[src/rtl/fsqrt_issue.sv]
`default_nettype none
// ============================================================================
//  Module      : fsqrt_core / fsqrt_issue
//  Description : fsqrt_core is a combinational IEEE-754 single-precision
//                square root with round-to-nearest-even. fsqrt_issue wraps it
//                in a valid/ready issue/result stage. It holds the captured
//                operand stable for LATENCY cycles (a declared multicycle
//                path), then registers the result with its tag and flags.
//  Ports (fsqrt_issue):
//      clk, rst            clock, asynchronous active-high reset
//      in_valid/in_ready   operand handshake; in_x operand, in_tag tag
//      out_valid/out_ready result handshake
//      out_y               square root of the accepted operand
//      out_tag             tag of the operand that produced out_y
//      out_flags           {nv, nan_in}
//  Revision    : 1.0 - initial release
// ============================================================================

module fsqrt_core (
    input  logic [31:0] x,
    output logic [31:0] y
);
    logic        w_sgn;
    logic [7:0]  w_exp;
    logic [22:0] w_man;

    assign w_sgn = x[31];
    assign w_exp = x[30:23];
    assign w_man = x[22:0];

    logic [23:0] w_sig;
    logic [8:0]  w_sum;
    logic [24:0] w_rad_m;
    logic [49:0] w_rad;
    logic [27:0] w_rem;
    logic [27:0] w_trial;
    logic [24:0] w_root;
    logic        w_rnd;
    logic [31:0] w_norm;

    always_comb begin
        // Significand with hidden bit; subnormals are normalised below.
        w_sig = {(w_exp != 8'd0), w_man};
        // w_sum = biased exponent + 127. Result exponent is w_sum/2 and an odd
        // w_sum means the unbiased exponent is odd, so the radicand doubles.
        w_sum = 9'd127 + ((w_exp == 8'd0) ? 9'd1 : {1'b0, w_exp});
        for (int i = 0; i < 23; i++) begin
            if (!w_sig[23]) begin
                w_sig = w_sig << 1;
                w_sum = w_sum - 9'd1;
            end
        end
        w_rad_m = w_sum[0] ? {w_sig, 1'b0} : {1'b0, w_sig};
        w_rad   = {w_rad_m, 25'd0};

        // Restoring digit-by-digit integer square root: 25 result bits,
        // 24 significant plus one round bit; the remainder gives sticky.
        w_rem   = 28'd0;
        w_root  = 25'd0;
        w_trial = 28'd0;
        for (int i = 24; i >= 0; i--) begin
            w_rem   = {w_rem[25:0], w_rad[2*i +: 2]};
            w_trial = {1'b0, w_root, 2'b01};
            if (w_rem >= w_trial) begin
                w_rem  = w_rem - w_trial;
                w_root = {w_root[23:0], 1'b1};
            end else begin
                w_root = {w_root[23:0], 1'b0};
            end
        end
        w_rnd = w_root[0] & ((w_rem != 28'd0) | w_root[1]);

        // Hidden bit (w_root[24]) adds into the exponent field, so the
        // exponent is pre-decremented; a rounding carry also propagates.
        w_norm = {1'b0, w_sum[8:1] - 8'd1, 23'd0}
               + {8'd0, w_root[24:1]}
               + {31'd0, w_rnd};

        if (w_exp == 8'hFF && w_man != 23'd0)
            y = {w_sgn, 8'hFF, 1'b1, w_man[21:0]};      // quiet NaN, keep payload
        else if (w_sgn && x[30:0] != 31'd0)
            y = 32'hFFC0_0000;                          // negative -> default NaN
        else if (x[30:0] == 31'd0 || w_exp == 8'hFF)
            y = x;                                      // +-0, +inf
        else
            y = w_norm;
    end
endmodule

module fsqrt_issue #(
    parameter int LATENCY = 4,
    parameter int TAG_W   = 4
) (
    input  logic             clk,
    input  logic             rst,
    input  logic             in_valid,
    output logic             in_ready,
    input  logic [31:0]      in_x,
    input  logic [TAG_W-1:0] in_tag,
    output logic             out_valid,
    input  logic             out_ready,
    output logic [31:0]      out_y,
    output logic [TAG_W-1:0] out_tag,
    output logic [1:0]       out_flags
);
    localparam int CNT_W = $clog2(LATENCY + 1);
    localparam logic [CNT_W-1:0] CNT_LOAD = CNT_W'(LATENCY - 1);

    typedef enum logic [1:0] {
        S_IDLE = 2'd0,
        S_WAIT = 2'd1,
        S_DONE = 2'd2
    } state_t;

    state_t             state_q, state_d;
    logic [CNT_W-1:0]   cnt_q, cnt_d;
    logic [31:0]        op_q, op_d;
    logic [TAG_W-1:0]   op_tag_q, op_tag_d;
    logic               out_valid_q, out_valid_d;
    logic [31:0]        out_y_q, out_y_d;
    logic [TAG_W-1:0]   out_tag_q, out_tag_d;
    logic [1:0]         out_flags_q, out_flags_d;

    logic [31:0] w_core_y;
    logic        w_accept;
    logic        w_special;
    logic        w_nan_in;
    logic        w_nv;

    fsqrt_core u_core (
        .x (op_q),
        .y (w_core_y)
    );

    assign in_ready  = (state_q == S_IDLE) | ((state_q == S_DONE) & out_ready);
    assign w_accept  = in_valid & in_ready;
    assign w_special = (in_x[30:0] == 31'd0) | (in_x[30:23] == 8'hFF) | in_x[31];

    assign w_nan_in = (op_q[30:23] == 8'hFF) & (op_q[22:0] != 23'd0);
    assign w_nv     = (w_nan_in & ~op_q[22])
                    | (op_q[31] & (op_q[30:0] != 31'd0) & ~w_nan_in);

    always_comb begin
        state_d     = state_q;
        cnt_d       = cnt_q;
        op_d        = op_q;
        op_tag_d    = op_tag_q;
        out_valid_d = out_valid_q;
        out_y_d     = out_y_q;
        out_tag_d   = out_tag_q;
        out_flags_d = out_flags_q;

        case (state_q)
            S_IDLE: begin
                if (w_accept) state_d = S_WAIT;
            end
            S_WAIT: begin
                if (cnt_q != '0) begin
                    cnt_d = cnt_q - 1'b1;
                end else begin
                    out_y_d     = w_core_y;
                    out_tag_d   = op_tag_q;
                    out_flags_d = {w_nv, w_nan_in};
                    out_valid_d = 1'b1;
                    state_d     = S_DONE;
                end
            end
            S_DONE: begin
                if (out_ready) begin
                    out_valid_d = 1'b0;
                    state_d     = w_accept ? S_WAIT : S_IDLE;
                end
            end
            default: state_d = S_IDLE;
        endcase

        // Operand capture shared by the IDLE and DONE accept paths.
        if (w_accept) begin
            op_d     = in_x;
            op_tag_d = in_tag;
            cnt_d    = w_special ? '0 : CNT_LOAD;
        end
    end

    always_ff @(posedge clk or posedge rst) begin
        if (rst) begin
            state_q     <= S_IDLE;
            cnt_q       <= '0;
            op_q        <= '0;
            op_tag_q    <= '0;
            out_valid_q <= 1'b0;
            out_y_q     <= '0;
            out_tag_q   <= '0;
            out_flags_q <= '0;
        end else begin
            state_q     <= state_d;
            cnt_q       <= cnt_d;
            op_q        <= op_d;
            op_tag_q    <= op_tag_d;
            out_valid_q <= out_valid_d;
            out_y_q     <= out_y_d;
            out_tag_q   <= out_tag_d;
            out_flags_q <= out_flags_d;
        end
    end

    assign out_valid = out_valid_q;
    assign out_y     = out_y_q;
    assign out_tag   = out_tag_q;
    assign out_flags = out_flags_q;
endmodule

`default_nettype wire

[config.mk]
export PLATFORM = sky130hd
export DESIGN_NAME = fsqrt_issue
export DESIGN_NICKNAME = d
export VERILOG_FILES = /design/src/rtl/fsqrt_issue.sv
export SDC_FILE = /design/constraint.sdc
export NUM_CORES = 1
export LEC_CHECK = 0
export CELL_PAD_IN_SITES_DETAIL_PLACEMENT = 1
export CELL_PAD_IN_SITES_GLOBAL_PLACEMENT = 1
export CORE_MARGIN = 2
export CORE_UTILIZATION = 40
export CTS_BUF_LIST = sky130_fd_sc_hd__clkbuf_2 sky130_fd_sc_hd__clkbuf_4 sky130_fd_sc_hd__clkbuf_8
export DETAILED_ROUTE_END_ITERATION = 10
export PLACE_DENSITY = 0.72
export SLEW_MARGIN = 5
export SYNTH_ARGS = -nofsm -noshare
export SYNTH_HDL_FRONTEND = slang
export SYNTH_SLANG_ARGS = --single-unit
[constraint.sdc]
create_clock -name clk -period 97.5 [get_ports clk]
set_input_delay 24.375 -clock clk [delete_from_list [all_inputs] [get_ports clk]]
set_output_delay 24.375 -clock clk [all_outputs]
set_load 0.05 [all_outputs]
Yosys cells after proc, flatten, opt, wreduce, memory -nomap -nowiden
Cells that the tools add are included.
{"block": "totals", "ff_bits": 80, "in_bits": 40, "output_inout_bits": 40, "word_cells": 240}
{"block": "op_classes", "magnitude_cmp": 25, "bitwise": 15, "reduce_logical": 19, "n_addsub": 53, "n_eq_ne": 7, "n_mux": 113}
{"operator": "$mux W26", "count": 24}
{"operator": "$mux W24", "count": 23}
{"operator": "$mux W9", "count": 23}
{"operator": "$sub A9 B1 Y9 const B", "count": 23}
{"operator": "$mux W32", "count": 3}
{"operator": "$logic_not A31 Y1", "count": 2}
{"operator": "$add A31 B24 Y32", "count": 1}
{"operator": "$add A32 B1 Y32", "count": 1}
{"operator": "$reduce_bool A31 Y1", "count": 1}
{"operator": "$ge A28 B10 Y1", "count": 1}
{"operator": "$ge A28 B11 Y1", "count": 1}
{"operator": "$ge A28 B12 Y1", "count": 1}
{"operator": "$ge A28 B13 Y1", "count": 1}
{"operator": "$ge A28 B14 Y1", "count": 1}
{"operator": "$ge A28 B15 Y1", "count": 1}
{"operator": "$ge A28 B16 Y1", "count": 1}
{"operator": "$ge A28 B17 Y1", "count": 1}
{"operator": "$ge A28 B18 Y1", "count": 1}
{"operator": "$ge A28 B19 Y1", "count": 1}
{"operator": "$ge A28 B20 Y1", "count": 1}
{"operator": "$ge A28 B21 Y1", "count": 1}
{"operator": "$ge A28 B22 Y1", "count": 1}
{"operator": "$ge A28 B23 Y1", "count": 1}
{"operator": "$ge A28 B24 Y1", "count": 1}
{"operator": "other kinds (64)", "count": 116}

Longest topological paths before layout
Gate-level depths: netlist of run 1.
{"block": "depth", "depth_word": 107, "ltp_mapped": 501, "ltp_nobuf": 466}

By module
A second synthesis of run 1 with hierarchy kept.
{"block": "hier_totals", "cells_unflattened": 5331, "area_unflattened_um2": 37095.6}
{"module": "fsqrt_core", "cells_per_inst": 5108, "n_inst": 1, "seq_area_each_um2": 0.0, "area_each_um2": 33811.2}
{"module": "fsqrt_issue", "cells_per_inst": 223, "n_inst": 1, "seq_area_each_um2": 2001.9, "area_each_um2": 3284.4}

Least setup slack after synthesis of run 1
No wires, ideal clock.
{"block": "synth_timing", "path_type": "reg-to-reg", "start": "register op_q[23]", "end": "register out_y_q[26] (netlist: out_y[26])", "path_buffers": 51, "t_required_ns": 97.379, "t_arrival_ns": 88.010, "path_slack_ns": 9.369, "setup_ns": 0.121, "period_less_slack_ns": 88.131, "path_stages_with_launch": 482, "cell_sequence": "dfrtp_1 -> inv_1 -> ha_1 -> or3b_2 -> nor2_8 -> mux2i_1 -> nand2_1 -> clkbuf_1 -> nor3_1 -> a311o_1 -> nand2_1 -> nand3_1 -> o211ai_1 -> nor3_4 -> nand3_1 -> nor3_1 -> a21oi_1 -> buf_2 -> [... 446 more ...] -> a21o_1 -> a21oi_1 -> nand2_1 -> a31oi_1 -> a21oi_2 -> buf_2 -> ha_1 -> nand3_1 -> nor2_1 -> nand3_1 -> nor2_1 -> nand3_1 -> inv_1 -> a31oi_1 -> nor3_1 -> xnor2_1 -> nor2_1 -> o22a_1"}
{"block": "synth_between", "elab_chain_len": 107, "word_cells_on_any_way": 189, "classes_between": "add/sub (52); order compare (25); eq/ne (1); mux (101); bitwise (2); reduce/logical (8)"}
{"item": "start: declaration", "line": "117", "source": "logic [31:0] op_q, op_d;"}
{"item": "start signal: assignment", "line": "198", "source": "op_q <= op_d;"}
{"item": "$logic_not A8 Y1", "line": "46", "source": "w_sum = 9'd127 + ((w_exp == 8'd0) ? 9'd1 : {1'b0, w_exp});"}
{"item": "$mux W8", "line": "46"}
{"item": "$add A7 B9 Y9", "line": "46"}
{"item": "$sub A9 B1 Y9", "line": "50", "source": "w_sum = w_sum - 9'd1;"}
{"item": "$mux W9", "line": "48", "source": "if (!w_sig[23]) begin"}
{"item": "$sub A9 B1 Y9", "line": "50"}
{"item": "$mux W9", "line": "48"}
{"item": "$sub A9 B1 Y9", "line": "50"}
{"item": "[... 91 more ...]"}
{"item": "$mux W28", "line": "64", "source": "if (w_rem >= w_trial) begin"}
{"item": "$reduce_bool A28 Y1", "line": "71", "source": "w_rnd = w_root[0] & ((w_rem != 28'd0) | w_root[1]);"}
{"item": "$or A1 B1 Y1", "line": "71"}
{"item": "$and A1 B1 Y1", "line": "71"}
{"item": "$add A32 B1 Y32", "line": "77", "source": "+ {31'd0, w_rnd};"}
{"item": "$mux W32", "line": "83", "source": "else if (x[30:0] == 31'd0 || w_exp == 8'hFF)"}
{"item": "$mux W32", "line": "81", "source": "else if (w_sgn && x[30:0] != 31'd0)"}
{"item": "$mux W32 *", "line": "79", "source": "if (w_exp == 8'hFF && w_man != 23'd0)"}
{"item": "end signal: assignment", "line": "201", "source": "out_y_q <= out_y_d;"}
{"item": "end: declaration", "line": "120", "source": "logic [31:0] out_y_q, out_y_d;"}
Mark *: on every way between the ends. The rest lies on a longest branch, timed or not.
A chain may end at the register's enable or synchronous reset.

Worst setup path after layout of run 1
{"block": "layout_timing", "start": "register op_q[18]", "end": "register out_y_q[24] (netlist: out_y[24])"}
{"block": "layout_between", "elab_chain_len": 98, "word_cells_on_any_way": 174, "classes_between": "add/sub (45); order compare (25); mux (95); bitwise (2); reduce/logical (7)"}
{"item": "$mux W24 (5 in a row)", "line": "48"}
{"item": "$mux W9", "line": "48"}
{"item": "$sub A9 B1 Y9", "line": "50"}
{"item": "$mux W9", "line": "48"}
{"item": "$sub A9 B1 Y9", "line": "50"}
{"item": "$mux W9", "line": "48"}
{"item": "$sub A9 B1 Y9", "line": "50"}
{"item": "$mux W9", "line": "48"}
{"item": "[... 78 more ...]"}
{"item": "$mux W28", "line": "64"}
{"item": "$reduce_bool A28 Y1", "line": "71"}
{"item": "$or A1 B1 Y1", "line": "71"}
{"item": "$and A1 B1 Y1", "line": "71"}
{"item": "$add A32 B1 Y32", "line": "77"}
{"item": "$mux W32", "line": "83"}
{"item": "$mux W32", "line": "81"}
{"item": "$mux W32 *", "line": "79"}
Marks and branches as above.

==> results of run 1 <==
what timing repair did:
| action | in CTS | in global routing |
|---|---|---|
| setup endpoints to repair | 11 | 32 |
| resized for setup | 6 | 117 |
| cloned | 0 | 4 |
| setup buffers | 1 | 49 |
| pin swaps | 0 | 19 |
flip-flops by register name, summed over array words and instances (netlist names):
signal	flops
out_y	32
cnt_q	3
op_tag_q	4
out_tag	4
op_q	32
out_flags	2
state_q	2
out_valid	1
layout make-up:
type,instances,area [sq um],share of cell area (%)
inverters,242,948.4,2.406
well taps,1176,1471,3.733
clock inverters,7,110.1,0.2794
repair buffers,193,1689,4.286
clock buffers,9,123.9,0.3143
flip-flops and latches,80,2002,5.080
multi-input cells,4786,33070,83.90
cell usage in the layout, fill, tap and decap left out, types with 89 or more instances in the layout:
cell type  instances
o21ai_0          217
o21bai_1         137
ha_1             364
nand2_1          484
nand3_1          172
a21oi_1          577
xnor2_1          294
a21o_1           124
nand4_1           89
nor3_1           141
xor2_1           127
inv_1            216
buf_4            106
nor2_1           547
cells in the mapped netlist (53+ instances only):
cell      instances
nor2_1          556
dfrtp_1          80
nand2_1         493
ha_1            364
mux2_2           84
nand3_1         175
and3_1           53
mux2i_1          67
inv_1           223
nor2b_1          54
nand4_1          89
xor2_1          127
a31oi_1          64
a21o_1          124
o21ai_0         220
o211ai_1         55
o21bai_1        137
or3_1            54
and2_1           59
nand2b_1         73
nor3_1          145
a21oi_1         589
xnor2_1         294
clkbuf_1         97
through the flow:
step | utilization (%) | cells | TNS, ns
after floorplan | - | 5290 | 0
after global placement | 42.50 | 6423 | 0
after detailed placement | 42.50 | 6423 | -2.824
after CTS | 42.79 | 6440 | 0
after global routing | 43.79 | 6493 | -0.9386
final | 43.79 | 6493 | 0
worst max-delay path, delay by kind of cell, from the launching register on:
family	cells	cell delay, ns
and+or+nand+nor	99	19.48
DFF	1	0.62
adders and majority gates	31	8.39
buffers and inverters	50	9.30
xor gates and xnor gates	1	0.22
AOI/OAI and AO/OA	270	48.92
muxes	9	2.74
layer usage:
| metal | global-route usage (%) | wire length [um] | vias up |
|---|---|---|---|
| met5 | 0 | 0 | - |
| met4 | 11.58 | 6615 | 0 |
| met3 | 2.239 | 7430 | 327 |
| met2 | 55.40 | 73390 | 1293 |
| met1 | 42.96 | 71490 | 20669 |
| li1 | - | - | 19723 |
kinds of logic (layout without fill, tap and decap cells):
| kind of cell | count (synthesis) | count (layout) | share of synthesized area, % |
|---|---|---|---|
| AO/OA/AOI/OAI | 1787 | 1787 | 32.90 |
| XOR/XNOR | 422 | 422 | 10.20 |
| adder cells (fa/ha/maj) | 370 | 370 | 12.73 |
| buffers and inverters | 428 | 451 | 4.827 |
| flip-flops | 80 | 80 | 5.512 |
| multiplexers | 176 | 176 | 5.599 |
| other | 1 | 3 | 0.01033 |
| AND/OR/NAND/NOR | 2024 | 2028 | 28.22 |
worst paths after layout:
check | from | to | slack (ns) | cells after the start
worst max-delay path | op_q[18] | out_y[24] | 7.44 | 460
worst min-delay path | op_tag_q[1] | out_tag[1] | 0.48 | 2
worst max register to register | op_q[18] | out_y[24] | 7.44 | 460
worst min register to register | op_tag_q[1] | out_tag[1] | 0.48 | 2
max in group asynchronous | rst | out_y[19] | 72.04 | 3
min in group asynchronous | rst | out_tag[2] | 24.20 | 2
==> summary.md, run 1 <==
| Metric | Value |
|---|---|
| Status | completed |
| Core Rows | 110 |
| CP Data Arrival Time | 90.29 ns |
| Chip Height | 305.3 um |
| Netlist Area Pre-Place | 36320 sq um |
| Initial core utilization | 40.35% |
| Flops & latches, synth | 80 |
| Slew headroom | 22.58% |
| Slew @ Worst Pin | 1.151 ns |
| Critical Path End Type | flip-flop |
| Max Cap Viol | 0 |
| Setup violators final | 0 |
| TritonRoute pass-1 iters | 7 |
| CP Launch Type | flip-flop |
| Main synth FF type | dfrtp_1 |
| Crit share post-route | 92.37% |
| Final antenna-violating net count | 0 |
| Skew final | 0.02580 ns |
| Root buf cell | clkbuf_8 |
| Synth-to-Final Area Change | 8.524% |
| Post-route cell area | 39410 sq um |
| Number of global-route vias before repair | 41.73k |
| Delay of the slowest critical-path stage | 0.80 ns |
| GRT Total Usage | 32.47% |
| Hold Crit Class | flip-flop to flip-flop |
| Antenna cells | 0 |
| Hold buffer count at cts | 0 |
| Syn Inst Count | 5288 |
| Post-DR vias/cell | 6.470 |
| # clock sinks | 80 |
| Ports | 80 |
| Final HPWL DP | 127.4 mm |
| CP Max Fanout | 45 |
| Worst EP required | 97.73 ns |
| DP Worst Slack | -0.7899 ns |
| Slew Limit Fails | 0 |
| Register area share after synthesis | 5.512% |
| Placed cell areas | 38250 sq um |
| Ys async rst share | 100.0% |
| Die width | 305.3 um |
| Share of the synthesized area in the top cell type | 12.54% |
| Post-synth cell types | 146 |
| CTS buffer count | 9 |
| FILL cells | 11.68k |
| CTS tree | done |
| H-tree depth | 3 |
| Post-route minimum period | 90.06 ns |
| Syn_area_per_cell | 6.868 sq um |
| Largest net degree at the start of global routing | 69 |
| RePlAce Congestion | 0.9992 |
| Fin. Hold Viols | 0 |
| DR vias | 42.01k |
| First-pass GRT wire length | 245.0 mm |
| Warnings from Yosys | 0 |
| Core Area | 90010 sq um |
| Hold slack | 0.4846 ns |
| Worst skew pair latency | 0.40 ns |
| DRT iter0 DRCs | 3041 |
| Initial antenna violation count | 1 |
| Clk buf depth | 2 |
| Number of synthesized flops with an enable pin | 0 |
| Fmax | 0.01110 GHz |
| Layout cells sized above 1 | 9.686% |
| Total global routing overflow | 0 |
| CP most frequent cell | a21oi_1 |
| Post-synth top area cell | ha_1 |
| Crit Path Class | flip-flop to flip-flop |
| Nets | 5717 |
| DRC viols | 0 |
| Clock-pin slew on the worst setup and hold paths | 0.11 ns |
| Slowest CP cell | or4_1 |
| DR WL/cell | 24.48 um |
| Die area | 93220 sq um |
| Buffers added on ports | 79 |
| Synth top area cells | ha_1, a21oi_1, xnor2_1 |
| Setup ws final | 7.437 ns |
| Final wirelength | 158.9 mm |
Power of run 1 is not shown: default switching activity piles up to over one toggle a cycle in this logic, so the estimate is an artifact.
==> inputs of run 2 (changes only) <==
--- a/config.mk
+++ b/config.mk
@@ -5,13 +5,15 @@
 export SDC_FILE = /design/constraint.sdc
 export NUM_CORES = 1
 export LEC_CHECK = 0
+export ABC_AREA = 1
 export CELL_PAD_IN_SITES_DETAIL_PLACEMENT = 1
 export CELL_PAD_IN_SITES_GLOBAL_PLACEMENT = 1
 export CORE_MARGIN = 2
 export CORE_UTILIZATION = 40
 export CTS_BUF_LIST = sky130_fd_sc_hd__clkbuf_2 sky130_fd_sc_hd__clkbuf_4 sky130_fd_sc_hd__clkbuf_8
 export DETAILED_ROUTE_END_ITERATION = 10
-export PLACE_DENSITY = 0.72
+export MAX_ROUTING_LAYER = met4
+export PLACE_DENSITY = 0.74
 export SLEW_MARGIN = 5
 export SYNTH_ARGS = -nofsm -noshare
 export SYNTH_HDL_FRONTEND = slang
==> run 2 against run 1 <==
Against the previous run:
- synthesized cell count is 32% higher
- utilization fell by 2.2 points
- non-clock buffer count fell by 95
- worst hold slack improved by 0.011 ns
- clock skew down 0.0031 ns
- cell count grew 28%
- critical path type unchanged
- highest routed layer unchanged
==> summary.md, run 2 <==
| Metric | Value |
|---|---|
| Total global routing overflow | 0 (unchanged) |
| Status | completed |
| Post-synth cell types | 91 (-38%) |
| Slew Limit Fails | 0 (unchanged) |
| Slew @ Worst Pin | 1.170 ns (+0.01900 ns) |
| Largest net degree at the start of global routing | 81 (+17%) |
| Register area share after synthesis | 4.916% (-0.60 points) |
| Most frequent cell after synthesis | nand2_1 |
| # clock sinks | 80 (unchanged) |
| Warnings from Yosys | 0 (unchanged) |
| Slowest CP cell | inv_1 |
| Main synth FF type | dfrtp_1 |
| Share of the synthesized area in the top cell type | 17.64% (+5.1 points) |
| Hold Crit Class | flip-flop to flip-flop |
| Buffers added on ports | 79 (unchanged) |
| DR vias | 45.06k (+7.3%) |
| Crit share post-route | 85.20% (-7.2 points) |
| TritonRoute pass-1 iters | 7 (unchanged) |
| CTS buffer count | 9 (unchanged) |
| Number of synthesized flops with an enable pin | 0 (unchanged) |
| Core Rows | 117 (+6.4%) |
| Ports | 80 (unchanged) |
| R2r setup slk | 14.43 ns (+6.99 ns) |
| CP most frequent cell | a21oi_1 |
| Die width | 323.1 um (+5.8%) |
| Ys async rst share | 100.0% (unchanged) |
| GRT Total Usage | 29.26% (-3.2 points) |
| Synth top area cells | nand2_1, ha_1, inv_1 |
| Syn Inst Count | 6983 (+32%) |
| DRC viols | 0 (unchanged) |
| Clk buf depth | 2 (unchanged) |
| Worst EP required | 97.82 ns (+0.09 ns) |
| CP Launch Type | flip-flop |
| Fin. Hold Viols | 0 (unchanged) |
| Post-route cell area | 42160 sq um (+7.0%) |
| Setup violators final | 0 (unchanged) |
| CTS tree | done |
| Die area | 104400 sq um (+12%) |
| First-pass GRT wire length | 243.0 mm (-0.81%) |
| Commonest cells in the synthesized netlist | nand2_1, inv_1, nand3_1, nor2_1, o21ai_0 |
| Max Cap Viol | 0 (unchanged) |
| DRT iter0 DRCs | 2560 (-16%) |
| Layout cells sized above 1 | 13.21% (+3.5 points) |
| Met1 global-route usage | 36.26% (-6.7 points) |
| Fmax | 0.01204 GHz (+8.4%) |
| Flops & latches, synth | 80 (unchanged) |
| H-tree depth | 3 (unchanged) |
| Most common cell after layout, fill and taps aside | nand2_1 |
| Commonest cells after routing, fill and taps aside | nand2_1, inv_1, nand3_1 |
| Critical Path End Type | flip-flop |
| Post-route minimum period | 83.07 ns (-6.993 ns) |
| Initial core utilization | 40.15% (-0.20 points) |
| Setup_tns | 0 ns (unchanged) |
| Initial antenna violation count | 0 (-1) |
| Hold buffer count at cts | 0 (unchanged) |
| Hold slack | 0.4952 ns (+0.01060 ns) |
| RePlAce Congestion | 0.9626 (-3.7%) |
| Chip Height | 323.1 um (+5.8%) |
| CP Max Fanout | 43 (-4.4%) |
| Met2 Track Usage GR | 51.94% (-3.5 points) |
| Synth-to-Final Area Change | 3.521% |
| Skew final | 0.02267 ns (-0.003126 ns) |
| Slew headroom | 21.04% (-1.5 points) |
| Final antenna-violating net count | 0 (unchanged) |
| Worst skew pair latency | 0.40 ns (about the same) |
| CP Data Arrival Time | 83.39 ns (-6.90 ns) |
| Clock-pin slew on the worst setup and hold paths | 0.09 ns (-0.02 ns) |
| Crit Path Class | flip-flop to flip-flop |
| Core Area | 101400 sq um (+13%) |
| Post-cts resize count | 0 (-6) |
| DR WL/cell | 18.20 um (-26%) |
| RSZ-0062 raised after global routing | no |
| Syn_area_per_cell | 5.832 sq um (-15%) |
| Final wirelength | 151.6 mm (-4.6%) |
| Nets | 7364 (+29%) |
| Root buf cell | clkbuf_8 |
| Number of global-route vias before repair | 45.87k (+9.9%) |
| Placed cell areas | 41970 sq um (+9.7%) |
| Layer with the highest usage | met2 |
| Post-CTS Setup Repair Bufs | 0 (-1) |
| GR Util met3 | 1.321% (-0.92 points) |
| Delay of the slowest critical-path stage | 0.86 ns (+0.06 ns) |
| Antenna cells | 0 (unchanged) |
| Post-synth top area cell | nand2_1 |
| Netlist Area Pre-Place | 40730 sq um (+12%) |
| Post-DR vias/cell | 5.409 (-16%) |
| Final HPWL DP | 127.9 mm (+0.40%) |
-- run 2: changes by cell type in the layout (fill, tap and decap cells not counted), sizes merged, moves of 111 or more --
cell | before | now
xnor2 | 295 | 139
inv | 236 | 943
a21o | 124 | 13
nand2 | 497 | 2275
o21ai | 275 | 491
nand4 | 96 | 208
nand3 | 186 | 701
a21oi | 597 | 348
nor2 | 567 | 720
-- run 2: final timing paths --
| check | startpoint | to | depth (start not counted) |
|---|---|---|---|
| max in group asynchronous | rst | op_q[22] | 3 |
| min in group asynchronous | rst | out_tag[1] | 3 |
| hold reg to reg | out_flags[0] | out_flags[0] | 2 |
| setup / recovery | op_q[23] | out_y[30] | 441 |
| hold / removal | out_flags[0] | out_flags[0] | 2 |
| setup reg to reg | op_q[23] | out_y[30] | 441 |
-- run 2: kinds of logic after synthesis --
family | count (synthesis) | share of synthesized area [%]
AOI/OAI and AO/OA | 1029 | 14.30
xor gates and xnor gates | 311 | 6.707
adders and majority gates | 365 | 11.23
buffers and inverters | 1123 | 12.84
DFF | 80 | 4.916
muxes | 10 | 0.2489
other | 1 | 0.009208
and+or+nand+nor | 4064 | 49.75
-- run 2: area by class of cell --
cell class | count | area [sq um]
repair buffers | 98 | 933.4
clock buffers | 10 | 131.4
clock inverters | 5 | 57.56
flip-flops and latches | 80 | 2002
fillers | 14360 | 59290
multi-input cells | 5782 | 33520
well taps | 1368 | 1712
inverters | 988 | 3800
-- run 2: worst max-delay path, delay by kind of cell, from the launching register on --
family	cells	cell delay (ns)
AO/OA/AOI/OAI	145	26.75
XOR/XNOR	1	0.14
multiplexers	1	0.34
flip-flops	1	0.45
AND/OR/NAND/NOR	194	30.43
adder cells (fa/ha/maj)	33	10.35
buffers and inverters	67	14.05
-- run 2: per-stage QoR --
step | worst slack [ns] | utilization [%] | std cells
3_5_place_dp | 14.98 | 41.37 | 8316
2_1_floorplan | 30.77 | - | 6985
3_3_place_gp | 18.43 | 41.37 | 8316
5_1_grt | 5.263 | 41.56 | 8331
4_1_cts | 14.80 | 41.56 | 8331
6_report | 14.43 | 41.56 | 8331
-- run 2: metal layers --
layer,part of all wire (%),vias up
met4,2.7,0
met2,49,592
li1,-,22715
met1,46,21566
met5,0,-
met3,2.1,189
Power of run 2 is left out for the same reason.
